## config.mk

```make
export PLATFORM = sky130hd
export DESIGN_NAME = bcd_seq_conv_ctrl
export DESIGN_NICKNAME = d
export VERILOG_FILES = /design/src/rtl/bcd_pkg.sv /design/src/rtl/bcd_digit_step.sv /design/src/rtl/bcd_seq_conv_ctrl.sv
export SDC_FILE = /design/constraint.sdc
export NUM_CORES = 1
export LEC_CHECK = 0
export BUFFER_PORTS_ARGS = -buffer_cell sky130_fd_sc_hd__clkbuf_2
export CELL_PAD_IN_SITES_DETAIL_PLACEMENT = 0
export CELL_PAD_IN_SITES_GLOBAL_PLACEMENT = 1
export CORE_MARGIN = 2
export CORE_UTILIZATION = 40
export CTS_CLUSTER_SIZE = 12
export DETAILED_ROUTE_END_ITERATION = 7
export PLACE_DENSITY_LB_ADDON = 0.2
export SYNTH_ARGS = -nofsm -noshare
export SYNTH_HDL_FRONTEND = slang
export SYNTH_SLANG_ARGS = --single-unit
```

## constraint.sdc

```tcl
create_clock -name clk -period 2.35 [get_ports clk]
set_input_delay 0.235 -clock clk [delete_from_list [all_inputs] [get_ports clk]]
set_output_delay 0.235 -clock clk [all_outputs]
set_load 0.005 [all_outputs]
```

## src/rtl/bcd_pkg.sv

```systemverilog
// Shared types and constants for the sequential binary-to-BCD converter.
package bcd_pkg;

    typedef enum logic [1:0] {
        IDLE  = 2'd0,
        SHIFT = 2'd1,
        DONE  = 2'd2
    } state_t;

    localparam int              BCD_DIGIT_W    = 4;
    localparam logic [BCD_DIGIT_W-1:0] BCD_ADJ_THRESH = 4'd5;
    localparam logic [BCD_DIGIT_W-1:0] BCD_ADJ_ADD    = 4'd3;
    localparam logic [BCD_DIGIT_W-1:0] BCD_NINE       = 4'd9;

endpackage

```

## src/rtl/bcd_digit_step.sv

```systemverilog
// One double-dabble digit slice: add-3 adjust, then shift left taking shift_in
// as the new LSB; the adjusted MSB leaves as carry into the next digit.
module bcd_digit_step
    import bcd_pkg::*;
(
    input  logic [BCD_DIGIT_W-1:0] digit,
    input  logic                   shift_in,
    output logic [BCD_DIGIT_W-1:0] digit_next,
    output logic                   carry
);

    logic [BCD_DIGIT_W-1:0] adj;

    always_comb begin
        adj        = (digit >= BCD_ADJ_THRESH) ? digit + BCD_ADJ_ADD : digit;
        digit_next = {adj[BCD_DIGIT_W-2:0], shift_in};
        carry      = adj[BCD_DIGIT_W-1];
    end

endmodule

```

## src/rtl/bcd_seq_conv_ctrl.sv

```systemverilog
// Handshaked bit-serial binary-to-BCD converter (one input bit per clock).
// Optional leading-zero blanking output is enabled with macro BCD_LZB_EN.
module bcd_seq_conv_ctrl
    import bcd_pkg::*;
#(
    parameter int WIDTH  = 12,
    parameter int DIGITS = 4
) (
    input  logic                            clk,
    input  logic                            rst_n,
    input  logic                            in_valid,
    output logic                            in_ready,
    input  logic [WIDTH-1:0]                in_bin,
    output logic                            out_valid,
    input  logic                            out_ready,
    output logic [BCD_DIGIT_W*DIGITS-1:0]   out_bcd,
    output logic                            out_ovf,
    output logic                            busy
`ifdef BCD_LZB_EN
    ,
    output logic [DIGITS-1:0]               out_blank
`endif
);

    localparam int CW = $clog2(WIDTH + 1);
    localparam int BW = BCD_DIGIT_W * DIGITS;

    // Handshake: a transfer happens on a rising edge where valid and ready are
    // both high; valid, once raised, holds its data stable until that edge.

    state_t            state_q, state_d;
    logic [WIDTH-1:0]  sr_q;
    logic [BW-1:0]     dig_q, dig_next, sat_bcd;
    logic [DIGITS:0]   chain;
    logic              ovf_q, ovf_next, last;
    logic [CW-1:0]     cnt_q;
    logic [BW-1:0]     res_bcd_q;
    logic              res_ovf_q;

    assign chain[0] = sr_q[WIDTH-1];

    for (genvar g = 0; g < DIGITS; g++) begin : g_digit
        bcd_digit_step u_step (
            .digit      (dig_q[g*BCD_DIGIT_W +: BCD_DIGIT_W]),
            .shift_in   (chain[g]),
            .digit_next (dig_next[g*BCD_DIGIT_W +: BCD_DIGIT_W]),
            .carry      (chain[g+1])
        );
    end

    assign ovf_next = ovf_q | chain[DIGITS];
    assign last     = (state_q == SHIFT) && (cnt_q == CW'(WIDTH - 1));
    assign sat_bcd  = ovf_next ? {DIGITS{BCD_NINE}} : dig_next;

    always_ff @(posedge clk or negedge rst_n) begin
        if (!rst_n) state_q <= IDLE;
        else        state_q <= state_d;
    end

    always_comb begin
        state_d   = state_q;
        in_ready  = 1'b0;
        out_valid = 1'b0;
        busy      = 1'b0;
        case (state_q)
            IDLE: begin
                in_ready = 1'b1;
                if (in_valid) state_d = SHIFT;
            end
            SHIFT: begin
                busy = 1'b1;
                if (last) state_d = DONE;
            end
            DONE: begin
                busy      = 1'b1;
                out_valid = 1'b1;
                if (out_ready) state_d = IDLE;
            end
            default: state_d = IDLE;
        endcase
    end

`ifdef BCD_LZB_EN
    logic [DIGITS-1:0] blank_q, blank_d;
    logic              upper_zero;

    // Scan from the top digit down; bit 0 never blanks so a zero still shows.
    always_comb begin
        blank_d    = '0;
        upper_zero = 1'b1;
        for (int i = DIGITS - 1; i >= 1; i--) begin
            upper_zero = upper_zero & (dig_next[i*BCD_DIGIT_W +: BCD_DIGIT_W] == '0);
            blank_d[i] = upper_zero & ~ovf_next;
        end
    end

    always_ff @(posedge clk or negedge rst_n) begin
        if (!rst_n) begin
            blank_q <= '0;
        end else if (state_q == IDLE && in_valid) begin
            blank_q <= '0;
        end else if (last) begin
            blank_q <= blank_d;
        end
    end

    assign out_blank = blank_q;
`endif

    always_ff @(posedge clk or negedge rst_n) begin
        if (!rst_n) begin
            sr_q      <= '0;
            dig_q     <= '0;
            ovf_q     <= 1'b0;
            cnt_q     <= '0;
            res_bcd_q <= '0;
            res_ovf_q <= 1'b0;
        end else begin
            case (state_q)
                IDLE: begin
                    if (in_valid) begin
                        sr_q      <= in_bin;
                        dig_q     <= '0;
                        ovf_q     <= 1'b0;
                        cnt_q     <= '0;
                        res_bcd_q <= '0;
                        res_ovf_q <= 1'b0;
                    end
                end
                SHIFT: begin
                    sr_q  <= {sr_q[WIDTH-2:0], 1'b0};
                    dig_q <= dig_next;
                    ovf_q <= ovf_next;
                    cnt_q <= cnt_q + CW'(1);
                    // Result registers load once, so they stay frozen through DONE.
                    if (last) begin
                        res_bcd_q <= sat_bcd;
                        res_ovf_q <= ovf_next;
                    end
                end
                default: ;
            endcase
        end
    end

    assign out_bcd = res_bcd_q;
    assign out_ovf = res_ovf_q;

endmodule

```

* After elaboration in Yosys (flattened, before gate mapping) *
Index checks and enable logic that the tools add are counted.
W data, S select, Z words.

storage, ports and cells
  output and inout port bits = 20
  register bits = 52
  logic and storage cells = 54
  input bits = 16

cells by class
  bitwise logic cells = 1
  magnitude comparators = 4
  mux-type cells = 24
  add/subtract/negate cells = 5
  reductions and logical operators = 7
  eq/ne operators = 6

operators with widths
  kind                   number
  $pmux W16 S2           2
  $mux W16               3
  $pmux W12 S2           1
  $mux W4                5
  $add A4 B2 Y4 const B  4
  $ge A4 B3 Y1 const B   4
  $mux W12               1
  $pmux W4 S2            1
  $mux W2                3
  $ne A2 B2 Y1 const B   3
  $pmux W2 S3            1
  $reduce_and A3 Y1      2
  $mux W1                5
  $add A4 B1 Y4 const B  1
  $eq A4 B4 Y1 const B   1
  $pmux W1 S2            2
  $eq A2 B1 Y1 const B   1
  $eq A2 B2 Y1 const B   1
  $logic_not A2 Y1       1
  $reduce_and A2 Y1      1
  $reduce_bool A2 Y1     1
  $reduce_or A2 Y1       1
  $logic_and A1 B1 Y1    1
  $or A1 B1 Y1           1

* Longest topological paths before layout *
  word-level depth = 6
  mapped depth = 8

* Hierarchy *
Synthesis repeated with hierarchy kept, for this count alone.

second synthesis, totals
  cells, all modules = 254
  area total of the unflattened synthesis = 2,680.1 µm²

by module, submodules not included
  module             cells an instance  seq. area each (µm²)  area each (µm²)  instances
  bcd_seq_conv_ctrl  186                1,301.2               2,244.7          1
  bcd_digit_step     17                 0.0                   108.9            4

* Worst setup path after synthesis *
OpenSTA, ideal clock, no wires.

  kind = register to register
  start = register state_q[0]
  end = register res_bcd_q[11], in the netlist out_bcd[11]
  setup slack = 0.675 ns
  buffers on the path = 2
  required time = 2.212 ns
  arrival = 1.537 ns
  cell stages (with the launch flop) = 9
  cells stage by stage = dfrtp_1 inv_1 ha_1 mux2i_1 buf_2 a21oi_4 buf_2 nor2_1 a31oi_1

on the way
  cells in the longest elaborated chain, start to end = 4
  elaborated cells between the ends (all ways) = 8

ends and longest elaborated chain
  element                      RTL line                                           text
  start, declared              bcd_seq_conv_ctrl.sv:31                            state_t state_q, state_d;
  start signal, assigned       bcd_seq_conv_ctrl.sv:57                            else state_q <= state_d;
  $eq A2 B1 Y1                 bcd_seq_conv_ctrl.sv:52, bcd_seq_conv_ctrl.sv:119
  $logic_and A1 B1 Y1          bcd_seq_conv_ctrl.sv:52                            assign last = (state_q == SHIFT) && (cnt_q == CW'(WIDTH - 1));
  $ne A2 B2 Y1 (no line)       n/a
  $reduce_and A3 Y1 (no line)  n/a
  end signal, assigned         bcd_seq_conv_ctrl.sv:137                           res_bcd_q <= sat_bcd;
  end, declared                bcd_seq_conv_ctrl.sv:37                            logic [BW-1:0] res_bcd_q;

Parallel ways exist; a longest one is shown, timed or not.
A chain may end at the register's enable or synchronous reset.

* Worst setup path in the final report *
  start = register state_q[0]
  end = register res_bcd_q[0], in the netlist out_bcd[0]

Same word-level chain as after synthesis.

==> run metrics <==
peak supply drop=0.6732 mV; post-CTS sizing=0; Crit. Startpoint=state_q[0]$_DFFE_PN0P_; vias in the first global route=1902; antenna cells=0; Clock power frac=16.4%; first-pass GRT wire length=a little over 9000 um; pin count of the biggest net entering global routing=58; Post-DRT Antenna Nets=0; Worst Setup EP=out_bcd[0]$_DFFE_PN0P_; area growth from synthesis to layout=13.52%; Max Clock Freq=~500 MHz; crit path max fanout=57; final setup margin=between 0.3 and 0.4 ns; post-synth top area cell=dfrtp_1; FF/Latch Area=1301 um^2; # IOs=36; Setup CP Type=flop to flop; Sw Share=39.25%; Filler Cell Count=619; Top FF cell, synth=dfrtp_1; YS warnings=0; number of DRC markers in iteration 0=55; Max Transition Viols Final=0; Syn Nets=299; Comb power frac=42.4%; flops & latches, synth=52; NetSw=0.001253 W; Register-to-Register Path Depth=7; Multi-input gate area=~1200 um^2; core area=approximately 6300 um^2; Placed Cells=376; synth cell count leaders=52 x dfrtp_1, 50 x nand2_1, 37 x o21ai_0; Clock Path Buffers=2; share of the synthesized area in the top cell type=49.34%; CP Capture Type=flop; # rows=29; TritonCTS Buffers=5; routability cong.=0.7258; period utilization=84.56%; R2R Path Start=state_q[0]$_DFFE_PN0P_; Total Wirelength=5318 um; mapped cell area=2638 um^2; Total GRT Usage=between 15 and 20%; Syn Inst Count=about 270; max_slew headroom=56.16%; Setup Fix Bufs, Post-CTS=0; Setup-failing EPs final=0; PortBufs=35; TritonCTS clock tree=done; Worst-Margin Slew=approximately 0.66 ns; CTS sink count=52; DR DRC count=0; dpl ws=0.3603 ns; Overflow after GRT=0; die area=7259 um^2; hold_ws=0.04190 ns; Seq/Total Area, Yosys=49.34%; Root Buffer=clkbuf_8; Clock Skew=0.008476 ns; hold buffer count at cts=0; Post-DP HPWL=3692 um; antenna violations before repair=0; async set or reset register ratio after synthesis=100.0%; Post-synth EDFFs=0; die height=85.20 um; RSZ-0062 raised after global routing=no; worst r2r dst=out_bcd[0]$_DFFE_PN0P_; min-delay worst type=primary input to asynchronous set/reset pin; hold violation count in the final report=0; fin nets=~330; Worst EP required=2.52 ns; setup_tns=0 ns; most instantiated library cell after synthesis=dfrtp_1; Die Wd=85.20 um; wire per inst=13.85 um; PD cells=about 1100 nW/um^2; Int Pwr=0.001939 W; Clock transition at path regs=0.09 ns; syn_area_per_cell=just under 10 um^2; initial core utilization=41.54%; R2R setup slack=roughly 0.36 ns; outcome=finished, final reports clean; drt first pass iters=4; Worst EP arrival=around 2.2 ns; proportion of layout cells with a drive suffix above 1=just under 20%; H-Tree Level Count=2; clock latency on the worst-skew pair=0.31 ns; sequential power share=41.2%; via count=1964; Synth area leaders=dfrtp_1 49%, nand2_1 7.1%, o21ai_0 7.0%; Final Critical Period=1.987 ns; LEAKAGE=around 1.4 nW; Via density=~5.1; Layout Cells excl Fill=384; Max-Cap Viols=0; Worst Setup Start Kind=flop; post-synth cell types=29
worst max-delay path, stage by stage (launching register included):
cell     delay [ns]
dfrtp_1        0.41
inv_1          0.09
ha_1           0.29
mux2i_4        0.28
buf_4          0.46
a21oi_4        0.15
nor2_1         0.13
a21oi_1        0.05
final cells by class:
cell class              count  area share, %
clock buffers               8          3.009
flip-flops and latches     52          43.46
well taps                  77          3.218
repair buffers             40          7.104
multi-input cells         195          41.71
inverters                  12          1.504
power by group through the flow:
stage | Clock (W) | Sequential [W] | Combinational, W
floorplan | 0 | 0.00130 | 0.000987
global placement | 0 | 0.00133 | 0.00136
detailed placement | 0 | 0.00134 | 0.00138
CTS | 0.000546 | 0.00132 | 0.00138
global route | 0.000578 | 0.00135 | 0.00154
finish | 0.000524 | 0.00132 | 0.00135
kinds of logic (layout without fill, tap and decap cells):
kind of cell / count (synthesis) / after routing / synth area share, %
AO/OA/AOI/OAI: 75 / 75 / 16.65
XOR/XNOR: 2 / 2 / 0.6643
adder cells (fa/ha/maj): 12 / 12 / 5.692
buffers and inverters: 24 / 60 / 3.890
flip-flops: 52 / 52 / 49.34
multiplexers: 21 / 21 / 8.302
AND/OR/NAND/NOR: 85 / 85 / 15.46
cells in the final DEF, fill, tap and decap left out, types with 2 or more instances in the layout:
| cell type | Yosys | routed |
|---|---|---|
| a21o_1 | 3 | 3 |
| a21oi_1 | 10 | 10 |
| a22o_1 | 5 | 5 |
| a31oi_1 | 10 | 10 |
| a32o_1 | 2 | 2 |
| buf_4 | 1 | 5 |
| clkbuf_1 | 4 | 2 |
| clkbuf_2 | 0 | 35 |
| clkbuf_8 | 0 | 6 |
| dfrtp_1 | 52 | 52 |
| ha_1 | 12 | 11 |
| inv_1 | 12 | 12 |
| mux2_2 | 7 | 7 |
| mux2i_1 | 14 | 13 |
| nand2_1 | 50 | 50 |
| nand2b_1 | 12 | 12 |
| nor2_1 | 11 | 11 |
| nor2b_1 | 2 | 2 |
| nor3_1 | 2 | 2 |
| nor4b_1 | 3 | 3 |
| o21ai_0 | 37 | 37 |
| o21ai_1 | 6 | 6 |
| xnor2_1 | 2 | 2 |
registers in the layout, indices dropped and copies added, names as in the netlist:
| signal | cells |
|---|---|
| out_bcd | 16 |
| cnt_q | 4 |
| sr_q | 12 |
| ovf_q | 1 |
| state_q | 2 |
| out_ovf | 1 |
| dig_q | 16 |
how the worst min path moves through the flow:
| stage | from | endpoint | cells after the start |
|---|---|---|---|
| 4_1_cts | rst_n | out_bcd[10]$_DFFE_PN0P_ | 2 |
| 6_report | rst_n | out_bcd[4]$_DFFE_PN0P_ | 2 |
| 5_1_grt | rst_n | out_bcd[10]$_DFFE_PN0P_ | 2 |
| 3_3_place_gp | rst_n | dig_q[7]$_DFFE_PN0P_ | 2 |
| 2_1_floorplan | rst_n | cnt_q[0]$_DFFE_PN0P_ | 0 |
| 3_5_place_dp | rst_n | out_bcd[7]$_DFFE_PN0P_ | 2 |
metrics by stage:
step           area, um^2  util, %  power [W]
6_report             2994    47.15   0.003191
3_3_place_gp         2904    45.73   0.002689
4_1_cts              2994    47.15   0.003250
2_1_floorplan        2638        -   0.002287
5_1_grt              2994    47.15   0.003466
3_5_place_dp         2904    45.73   0.002718
routing by layer:
metal	wire [um]	GRT usage, %	up-vias
li1	-	-	998
met1	2508	21.01	928
met2	2529	26.21	31
met3	204	3.988	7
met4	76	5.195	0
met5	0	0	-
Note: power is estimated with default switching activity, not from simulation.
